`src/rtl/mem_stage_pkg.sv`:
```
// Shared constants and bus layouts for the MEM stage: stall encodings, bus widths,
// load opcodes and the packed field layouts of the EX->MEM, MEM->WB and forwarding buses.
package mem_stage_pkg;

    localparam int DATA_W = 32;

    localparam int   StallBus      = 6;
    localparam int   STALL_MEM_BIT = 3;
    localparam int   STALL_WB_BIT  = 4;
    localparam logic Stop          = 1'b1;
    localparam logic NoStop        = 1'b0;

    // The EX bus width is the sum of the ex_to_mem_t fields (147 bits); the field list is authoritative.
    localparam int EX_TO_MEM_WD = 147;
    localparam int MEM_TO_WB_WD = 136;
    localparam int MEM_TO_RF_WD = 104;

    typedef enum logic [2:0] {
        MEM_NONE = 3'b000,
        MEM_LB   = 3'b001,
        MEM_LBU  = 3'b010,
        MEM_LH   = 3'b011,
        MEM_LHU  = 3'b100,
        MEM_LW   = 3'b101
    } mem_op_e;

    typedef struct packed {
        logic [31:0] pc;
        logic        data_ram_en;
        logic [3:0]  data_ram_wen;
        logic        sel_rf_res;
        logic [2:0]  mem_op;
        logic [1:0]  addr_lo;
        logic        rf_we;
        logic [4:0]  rf_waddr;
        logic [31:0] ex_result;
        logic        hi_we;
        logic        lo_we;
        logic [31:0] hi;
        logic [31:0] lo;
    } ex_to_mem_t;

    typedef struct packed {
        logic [31:0] pc;
        logic        rf_we;
        logic [4:0]  rf_waddr;
        logic [31:0] rf_wdata;
        logic        hi_we;
        logic        lo_we;
        logic [31:0] hi;
        logic [31:0] lo;
    } mem_to_wb_t;

    typedef struct packed {
        logic        rf_we;
        logic [4:0]  rf_waddr;
        logic [31:0] rf_wdata;
        logic        hi_we;
        logic        lo_we;
        logic [31:0] hi;
        logic [31:0] lo;
    } mem_to_rf_t;

    function automatic logic is_load_op(input logic [2:0] op);
        return (op >= MEM_LB) && (op <= MEM_LW);
    endfunction

endpackage

```
`src/rtl/mem_stage_load_ext.sv`:
```
// Load data extraction: picks the byte/halfword/word addressed by addr_lo out of the
// read word and sign- or zero-extends it according to mem_op.
module load_ext
    import mem_stage_pkg::*;
(
    input  logic [31:0] rword,
    input  logic [1:0]  addr_lo,
    input  logic [2:0]  mem_op,
    output logic [31:0] load_data
);

    logic [7:0]  w_byte;
    logic [15:0] w_half;

    always_comb begin
        w_byte = rword[7:0];
        case (addr_lo)
            2'd0:    w_byte = rword[7:0];
            2'd1:    w_byte = rword[15:8];
            2'd2:    w_byte = rword[23:16];
            default: w_byte = rword[31:24];
        endcase
    end

    // Halfword selection deliberately ignores addr_lo[0].
    assign w_half = addr_lo[1] ? rword[31:16] : rword[15:0];

    always_comb begin
        load_data = '0;
        case (mem_op)
            MEM_LB:  load_data = {{24{w_byte[7]}}, w_byte};
            MEM_LBU: load_data = {24'd0, w_byte};
            MEM_LH:  load_data = {{16{w_half[15]}}, w_half};
            MEM_LHU: load_data = {16'd0, w_half};
            MEM_LW:  load_data = rword;
            default: load_data = '0;
        endcase
    end

endmodule

```
`src/rtl/mem_stage.sv`:
```
// MEM pipeline stage: registers the EX bus, keeps one-cycle SRAM read data alive across
// MEM stalls, and drives the MEM->WB bus and the ID forwarding bus.
module mem_stage
    import mem_stage_pkg::*;
(
    input  logic                    clk,
    input  logic                    rst,
    input  logic [StallBus-1:0]     stall,
    input  logic [EX_TO_MEM_WD-1:0] ex_to_mem_bus,
    input  logic [DATA_W-1:0]       data_sram_rdata,
    output logic [MEM_TO_WB_WD-1:0] mem_to_wb_bus,
    output logic [MEM_TO_RF_WD-1:0] mem_to_rf_bus
);

    ex_to_mem_t        r_bus_p1;
    logic [DATA_W-1:0] r_rdata_hold_p1;
    logic              r_held_p1;

    logic              w_bubble;
    logic              w_advance;
    logic              w_is_load;
    logic [DATA_W-1:0] w_rword;
    logic [DATA_W-1:0] w_load_data;
    logic [DATA_W-1:0] w_rf_wdata;
    logic              w_stall_unused;
    mem_to_wb_t        w_wb;
    mem_to_rf_t        w_rf;

    assign w_bubble  = (stall[STALL_MEM_BIT] == Stop) && (stall[STALL_WB_BIT] == NoStop);
    assign w_advance = (stall[STALL_MEM_BIT] == NoStop);
    assign w_is_load = r_bus_p1.data_ram_en && (r_bus_p1.data_ram_wen == 4'b0000);
    assign w_stall_unused = ^{stall[5], stall[2:0]};

    // ---- EX -> MEM register boundary ----
    // The bubble takes priority over capturing read data; any load of the bus drops the held word.
    always_ff @(posedge clk or negedge rst) begin
        if (!rst) begin
            r_bus_p1        <= '0;
            r_rdata_hold_p1 <= '0;
            r_held_p1       <= 1'b0;
        end else if (w_bubble) begin
            r_bus_p1  <= '0;
            r_held_p1 <= 1'b0;
        end else if (w_advance) begin
            r_bus_p1  <= ex_to_mem_bus;
            r_held_p1 <= 1'b0;
        end else if (!r_held_p1 && w_is_load) begin
            r_rdata_hold_p1 <= data_sram_rdata;
            r_held_p1       <= 1'b1;
        end
    end

    assign w_rword = r_held_p1 ? r_rdata_hold_p1 : data_sram_rdata;

    load_ext u_load_ext (
        .rword     (w_rword),
        .addr_lo   (r_bus_p1.addr_lo),
        .mem_op    (r_bus_p1.mem_op),
        .load_data (w_load_data)
    );

    assign w_rf_wdata = (r_bus_p1.sel_rf_res && is_load_op(r_bus_p1.mem_op))
                        ? w_load_data : r_bus_p1.ex_result;

    always_comb begin
        w_wb          = '0;
        w_wb.pc       = r_bus_p1.pc;
        w_wb.rf_we    = r_bus_p1.rf_we;
        w_wb.rf_waddr = r_bus_p1.rf_waddr;
        w_wb.rf_wdata = w_rf_wdata;
        w_wb.hi_we    = r_bus_p1.hi_we;
        w_wb.lo_we    = r_bus_p1.lo_we;
        w_wb.hi       = r_bus_p1.hi;
        w_wb.lo       = r_bus_p1.lo;
    end

    always_comb begin
        w_rf          = '0;
        w_rf.rf_we    = w_wb.rf_we;
        w_rf.rf_waddr = w_wb.rf_waddr;
        w_rf.rf_wdata = w_wb.rf_wdata;
        w_rf.hi_we    = w_wb.hi_we;
        w_rf.lo_we    = w_wb.lo_we;
        w_rf.hi       = w_wb.hi;
        w_rf.lo       = w_wb.lo;
    end

    assign mem_to_wb_bus = w_wb;
    assign mem_to_rf_bus = w_rf;

endmodule

```
`config.mk`:
```
export PLATFORM = sky130hd
export DESIGN_NAME = mem_stage
export DESIGN_NICKNAME = d
export VERILOG_FILES = /design/src/rtl/mem_stage_pkg.sv /design/src/rtl/mem_stage_load_ext.sv /design/src/rtl/mem_stage.sv
export SDC_FILE = /design/constraint.sdc
export NUM_CORES = 1
export LEC_CHECK = 0
export ABC_AREA = 0
export CORE_AREA = 2 2 167 169
export DETAILED_ROUTE_END_ITERATION = 12
export DIE_AREA = 0 0 169 171
export DONT_BUFFER_PORTS = 1
export GPL_TIMING_DRIVEN = 0
export PLACE_DENSITY = 0.65
export SLEW_MARGIN = 20
export SYNTH_ARGS = -nofsm -noshare
export SYNTH_HDL_FRONTEND = slang
export SYNTH_HIERARCHICAL = 1
export SYNTH_SLANG_ARGS = --single-unit
```
`constraint.sdc`:
```
create_clock -name clk -period 7.05 [get_ports clk]
set_input_delay 1.41 -clock clk [delete_from_list [all_inputs] [get_ports clk]]
set_output_delay 1.41 -clock clk [all_outputs]
set_load 0.02 [all_outputs]
```
==> impl_results.md, run 1 <==
* Routed wire length at 30770 µm
* DPL Wire Length at 23530 µm
* Post-Synth Simple-Gate Area at 7.813%
* Htree depth at 4
* LEAKAGE at 0.005894 µW
* Final Max Slew Viols at 0
* Vias at 7490
* Final hold violation count at 0
* Layout cells sized above 1 at 32.13%
* GRT overflow at 0
* Crit path kind: flop to output pin
* Top cells by area, synth: dfrtp_1 (42%), buf_4 (15%), o21ai_0 (7.3%), mux2_2 (7.2%), inv_1 (5.3%)
* Mapped cell area at 0.01065 mm²
* Distinct cells, synth at 44
* Synth Area in Compound Gates at 12.14%
* DRC violations left at 0
* Mux contribution to synthesized area at 14.45%
* Yosys warns at 6
* Fin nets at 1335
* Final setup viols at 0
* Status: finished clean
* Placed insts at 1475
* Slew margin rel. at 50.50%
* Clk_lat worst skew at 0.44 ns
* GR Util All Layers at 20.80%
* Critical-path maximum fanout at 10
* Period utilization at 70.23%
* CP endpoint kind: output pin
* #FFs+latches synth at 180
* # hold bufs at CTS at 0
* Drt pass-1 iters at 4
* Number of port buffers at 0
* Worst setup SP type: flop
* 1st-iter DRT viols at 497
* Clock buffer depth at 2
* CTS tree: yes
* Post-synth EDFFs at 0
* Worst Hold Class: flop to flop
* Clk sink count at 180
* Post-CTS setup buffers at 0
* Maxcap violations at 0
* First-pass GRT wire length at 44920 µm
* Xor and xnor fraction of the mapped netlist area at 0.08224%
* Cell count after synthesis at 1129
* Synth Flop Type: dfrtp_1
* Wire length per cell at 20.42 µm
* Main combinational cell family by area after synthesis: buffers and inverters
* Root Buffer: clkbuf_16
* Total die area at 0.02890 mm²
* Clk slew on worst S/H paths at 0.08 ns
* Post-synth ARST share at 100.0%
* Initial Utilization at 38.98%
* Post-synthesis adder-cell area fraction at 0%
* Reg2reg setup slack at 5.25 ns
* Sequential area share after synthesis at 42.29%
* VDD IR max at 0.0001575 V
* GPL Wtd Cong at 0.9100
* Worst EP arrival at 3.54 ns
* Area share of the largest cell type after synthesis at 42.29%
* Slew of the pin with the lowest slew margin at 0.7425 ns
* Area of the core at 0.02732 mm²
* Layout Skew at 0.009425 ns
* Vias per cell at 4.970
* RSZ-0062 raised after global routing: no
* Synth-to-Final Area Change at 9.551%
* Largest net degree at the start of global routing at 181
* Max Clock Freq at 202.0 MHz
* Die Height at 171 µm
* Die extent in x at 169 µm
* TritonCTS buffer count at 17
* PwrDens at 244.9 mW/mm²
* Num ports at 427
* Final ANT Viol Nets at 0
* Synthesized area per cell at 9.433 µm²
* Initial antenna violation count at 0
* Worst Path Required at 5.64 ns
* CTS resizes at 0
* Setup TNS at 0 ns
* Tmin final at 4.952 ns
* Number of global-route vias before repair at 7295
* Final Non-Filler Cells at 1507
* Rows at 61
* Synth area leader: dfrtp_1
* Syn Nets at 1316
* Ant diodes at 0
==> cell type report <==
cell class	count	area, µm²
Tap cell	346	432.9
Inverter	150	576.8
Multi-Input combinational cell	527	3672
Fill cell	2664	15660
Clock inverter	14	155.1
Clock buffer	18	429.2
Buffer	272	1897
Sequential cell	180	4504
==> metal layers <==
metal / track usage [%] / vias up / part of all wire (%)
met5: 0 / - / 0
met4: 5.054 / 0 / 1.3
met3: 5.436 / 27 / 6.6
met2: 33.27 / 274 / 48
met1: 28.25 / 3701 / 44
li1: - / 3488 / -
==> flip-flops by register name (all words and copies together), names as in the netlist <==
signal	count
r_held_p1	1
mem_to_wb_bus	32
mem_to_rf_bus	72
r_rdata_hold_p1	32
r_bus_p1	43
==> synthesized netlist by cell type (2+ instances only) <==
cell         n
or3_1        2
clkbuf_1    35
nand2_1    132
mux4_1       4
buf_2       13
inv_1      149
o21ai_1      2
and2_1       2
o21ai_0    155
buf_1        4
nand3_1     29
a21oi_1      2
a21o_1      16
mux2i_1     15
mux2_4      30
o211ai_1     7
nor2b_1      4
mux4_2       3
buf_4      211
o2bb2ai_1   12
dfrtp_1    180
buf_6        9
nor2_1       3
nor3b_1      4
mux2_2      68
a22oi_1     18
nand2b_1     3
==> cells by family after synthesis <==
family                    Yosys count
AOI/OAI and AO/OA                 219
xor gates and xnor gates            1
buffers and inverters             422
DFF                               180
muxes                             120
and+or+nand+nor                   187
==> stage by stage <==
| step | utilization (%) | setup WS (ns) | power [µW] | hold slack [ns] | instance area (µm²) |
|---|---|---|---|---|---|
| 3_3_place_gp | 40.56 | 2.379 | 1889 | 0.4567 | 11080 |
| 4_1_cts | 42.70 | 2.091 | 2889 | 0.4850 | 11670 |
| 5_1_grt | 42.70 | 1.932 | 2977 | 0.5063 | 11670 |
| 2_1_floorplan | - | 2.635 | 1777 | 0.4444 | 10650 |
| 3_5_place_dp | 40.56 | 2.387 | 1901 | 0.4669 | 11080 |
| 6_report | 42.70 | 2.098 | 2857 | 0.4809 | 11670 |
==> final timing paths <==
path | startpoint | endpoint | depth (start not counted)
max in group asynchronous | rst | mem_to_rf_bus[59] | 0
worst max-delay path | r_held_p1 | mem_to_wb_bus[80] | 8
worst min register to register | r_bus_p1[89] | r_bus_p1[89] | 2
worst min-delay path | r_bus_p1[89] | r_bus_p1[89] | 2
min in group asynchronous | rst | r_bus_p1[92] | 0
worst max register to register | r_bus_p1[111] | r_rdata_hold_p1[8] | 5
==> critical path: stages, from the launching register on <==
cell	delay [ns]
dfrtp_1	0.32
clkbuf_1	0.26
clkbuf_1	0.50
mux2_2	0.47
mux4_2	0.47
nand2_1	0.26
o211ai_1	0.23
mux2_2	0.39
buf_4	0.18
==> placed cells by master (no fill, tap or decap), types with 3 or more instances in the layout <==
| cell type | synthesis | layout |
|---|---|---|
| mux4_1 | 4 | 4 |
| o2bb2ai_1 | 12 | 12 |
| dfrtp_1 | 180 | 180 |
| inv_8 | 0 | 4 |
| clkbuf_1 | 35 | 36 |
| nor3b_1 | 4 | 4 |
| clkinv_8 | 0 | 3 |
| a22oi_1 | 18 | 18 |
| buf_2 | 13 | 13 |
| mux4_2 | 3 | 3 |
| nor2_1 | 3 | 3 |
| mux2_2 | 68 | 68 |
| nand2_1 | 132 | 132 |
| nor2b_1 | 4 | 4 |
| inv_6 | 0 | 6 |
| nand3_1 | 29 | 29 |
| buf_4 | 211 | 211 |
| a21o_1 | 16 | 16 |
| buf_6 | 9 | 9 |
| clkbuf_16 | 0 | 17 |
| o211ai_1 | 7 | 7 |
| nand2b_1 | 3 | 3 |
| buf_1 | 4 | 4 |
| inv_1 | 149 | 149 |
| mux2_4 | 30 | 30 |
| o21ai_0 | 155 | 155 |
| mux2i_1 | 15 | 15 |
==> power by group <==
| part | total [µW] | internal [µW] | switching, µW |
|---|---|---|---|
| sequential | 1220 | 1140 | 75.7 |
| clock | 976 | 479 | 497 |
| combinational | 662 | 291 | 370 |
No activity file was read; power rests on OpenSTA's default activity.
==> run 2, diff against run 1 <==
clock period = 4.7 ns   (was 7.05 ns; I/O delays follow)
==> results of run 2 <==
The final DEF is identical to that of run 1. Status: finished clean.
Among the figures that moved: setup slack after placement 2.387 ns -> 0.7190 ns; setup slack after layout 2.098 ns -> 0.2184 ns; hold slack 0.4809 ns -> 0.1979 ns; register-to-register setup slack 5.25 ns -> 2.90 ns; total power 2857 µW -> 4286 µW; worst IR drop on VDD 0.0001575 V -> 0.0002363 V
==> run 3, diff against run 2 <==
PLACE_DENSITY = 0.67   (was 0.65)
clock period = 3.9 ns   (was 4.7 ns; I/O delays follow)
==> impl_results.md, run 3 (synthesis results as in run 1) <==
* Filler cell count at 2684 (+0.75%)
* Maxcap violations at 0 (unchanged)
* Reg2reg setup slack at 2.06 ns
* # hold bufs at CTS at 0 (unchanged)
* Clk slew on worst S/H paths at 0.07 ns (about the same)
* Largest net degree at the start of global routing at 181 (unchanged)
* Crit path kind: flop to output pin
* Max Clock Freq at 266.2 MHz
* Vias per cell at 4.944 (-0.52%)
* Period utilization at 96.33%
* Worst EP arrival at 2.98 ns (-0.56 ns)
* CP startpoint: r_held_p1
* Rows at 61 (unchanged)
* Root Buffer: clkbuf_16
* Post-CTS setup buffers at 0 (unchanged)
* Die extent in x at 169 µm (unchanged)
* Setup TNS at 0 ns (unchanged)
* VDD IR max at 0.0002394 V
* Vias at 7451 (-0.52%)
* DPL Wire Length at 23870 µm (+1.4%)
* LEAKAGE at 0.005922 µW (+0.46%)
* Number of port buffers at 0 (unchanged)
* Most frequent cells in the layout: buf_4 (211), dfrtp_1 (179), o21ai_0 (155), inv_1 (149), nand2_1 (131)
* Status: finished clean
* Slew of the pin with the lowest slew margin at 0.7996 ns (+0.05707 ns)
* Area of the core at 0.02732 mm² (unchanged)
* Largest register FFs at 72 (unchanged)
* GR Util All Layers at 20.84% (+0.040 points)
* Worst Path Required at 3.12 ns
* TritonCTS buffer count at 17 (unchanged)
* Wire length per cell at 20.40 µm (about the same)
* Clock buffer depth at 2 (unchanged)
* Number of global-route vias before repair at 7333 (+0.52%)
* Post-route cell area at 0.01173 mm² (+0.52%)
* Fin nets at 1334 (-0.075%)
* Crit path to: mem_to_wb_bus[93]
* Final ANT Viol Nets at 0 (unchanged)
* Drt pass-1 iters at 5 (+1)
* Tmin final at 3.757 ns
* Slew margin rel. at 46.69% (-3.8 points)
* Layout cells sized above 1 at 32.67% (+0.54 points)
* GRT overflow at 0 (unchanged)
* Initial Utilization at 38.98% (unchanged)
* Num ports at 427 (unchanged)
* Clk sink count at 180 (unchanged)
* Worst setup SP type: flop
* Clk_lat worst skew at 0.43 ns (about the same)
* Total die area at 0.02890 mm² (unchanged)
* Final setup viols at 0 (unchanged)
* Most common library cell in the layout ignoring fill and taps: buf_4
* Htree depth at 4 (unchanged)
* Final Max Slew Viols at 0 (unchanged)
* Final hold violation count at 0 (unchanged)
* DRC violations left at 0 (unchanged)
* Initial antenna violation count at 2 (+2)
* 1st-iter DRT viols at 490 (-1.4%)
* Routed wire length at 30740 µm (about the same)
* Reg2reg end: r_rdata_hold_p1[7]
* Area after DPL at 0.01108 mm² (unchanged)
* FF-to-FF Start: r_bus_p1[111]
* CTS tree: yes
* First-pass GRT wire length at 44990 µm (+0.15%)
* RSZ-0062 raised after global routing: no
* Die Height at 171 µm (unchanged)
* CP endpoint kind: output pin
* GPL Wtd Cong at 0.8583 (-5.7%)
* Layout Skew at 0.01225 ns (+0.002829 ns)
* Critical-path maximum fanout at 10 (unchanged)
* PwrDens at 446.3 mW/mm²
* Worst Reg2Reg Path Length in Cells at 5 (unchanged)
* Worst Hold Class: input pin to asynchronous set/reset pin
* Synth-to-Final Area Change at 10.12%
-- run 3: cell count changes in the layout (fill, tap and decap cells not counted), moves of 2 or more --
| cell | delta |
|---|---|
| inv_6 | -3 |
| clkinv_8 | +2 |
| clkbuf_4 | +3 |
| clkbuf_1 | -5 |
-- run 3: per-stage QoR --
stage	std cells	worst slack (ns)	total power, µW	utilization [%]	hold slack (ns)
6_report	1507	0.1431	5234	42.92	0.03877
5_1_grt	1506	0.005311	5463	42.91	0.01763
4_1_cts	1506	0.01392	5290	42.91	0.01774
3_5_place_dp	1475	0.06825	3437	40.56	0.4682
3_3_place_gp	1475	0.1084	3418	40.56	0.4583
2_1_floorplan	1129	0.5475	3213	-	0.4444
-- run 3: area by class of cell --
cell class                 count  area, µm²  share of cell area [%]
buffer                       271       1904                   16.24
sequential                   180       4506                   38.42
antenna                        1      2.502                 0.02134
inverter                     150      576.8                   4.918
clock buffer                  17      425.4                   3.627
tap                          346      432.9                   3.691
clock inverter                15      205.2                   1.750
multi-input combinational    527       3675                   31.33
-- run 3: worst max-delay path, stage by stage (launching register included) --
cell      delay (ns)
dfrtp_2         0.44
clkbuf_4        0.24
mux2_2          0.43
nor3b_1         0.16
o21ai_1         0.21
a31oi_4         0.17
buf_6           0.18
a21o_1          0.17
mux2_2          0.35
buf_4           0.19
-- run 3: routing by layer --
metal  up-vias  global-route usage [%]  part of all wire [%]
li1       3490                       -                     -
met5         -                       0                     0
met2       277                   32.88                    47
met3        22                   5.667                   7.2
met1      3662                   28.71                    45
met4         0                   4.645                   1.1
-- run 3: how the worst min path moves through the flow --
stage	to	slack, ns
finish	r_rdata_hold_p1[9]	0.04
global route	r_rdata_hold_p1[9]	0.02
CTS	mem_to_wb_bus[107]	0.02
detailed placement	r_bus_p1[96]	0.47
global placement	r_bus_p1[96]	0.46
floorplan	r_bus_p1[88]	0.44
-- run 3: where the power goes --
group          leakage (µW)  total (µW)  switching (µW)  internal [µW]
Sequential          0.00227        2210             139           2070
Clock              0.000305        1830             890            938
Combinational       0.00334        1200             671            527
Total               0.00592        5230            1700           3530
-- run 3: repair_timing --
item / in CTS / in global routing
setup endpoints to repair: 58 / 15
gates resized for setup: 7 / 1
cloned: 0 / 0
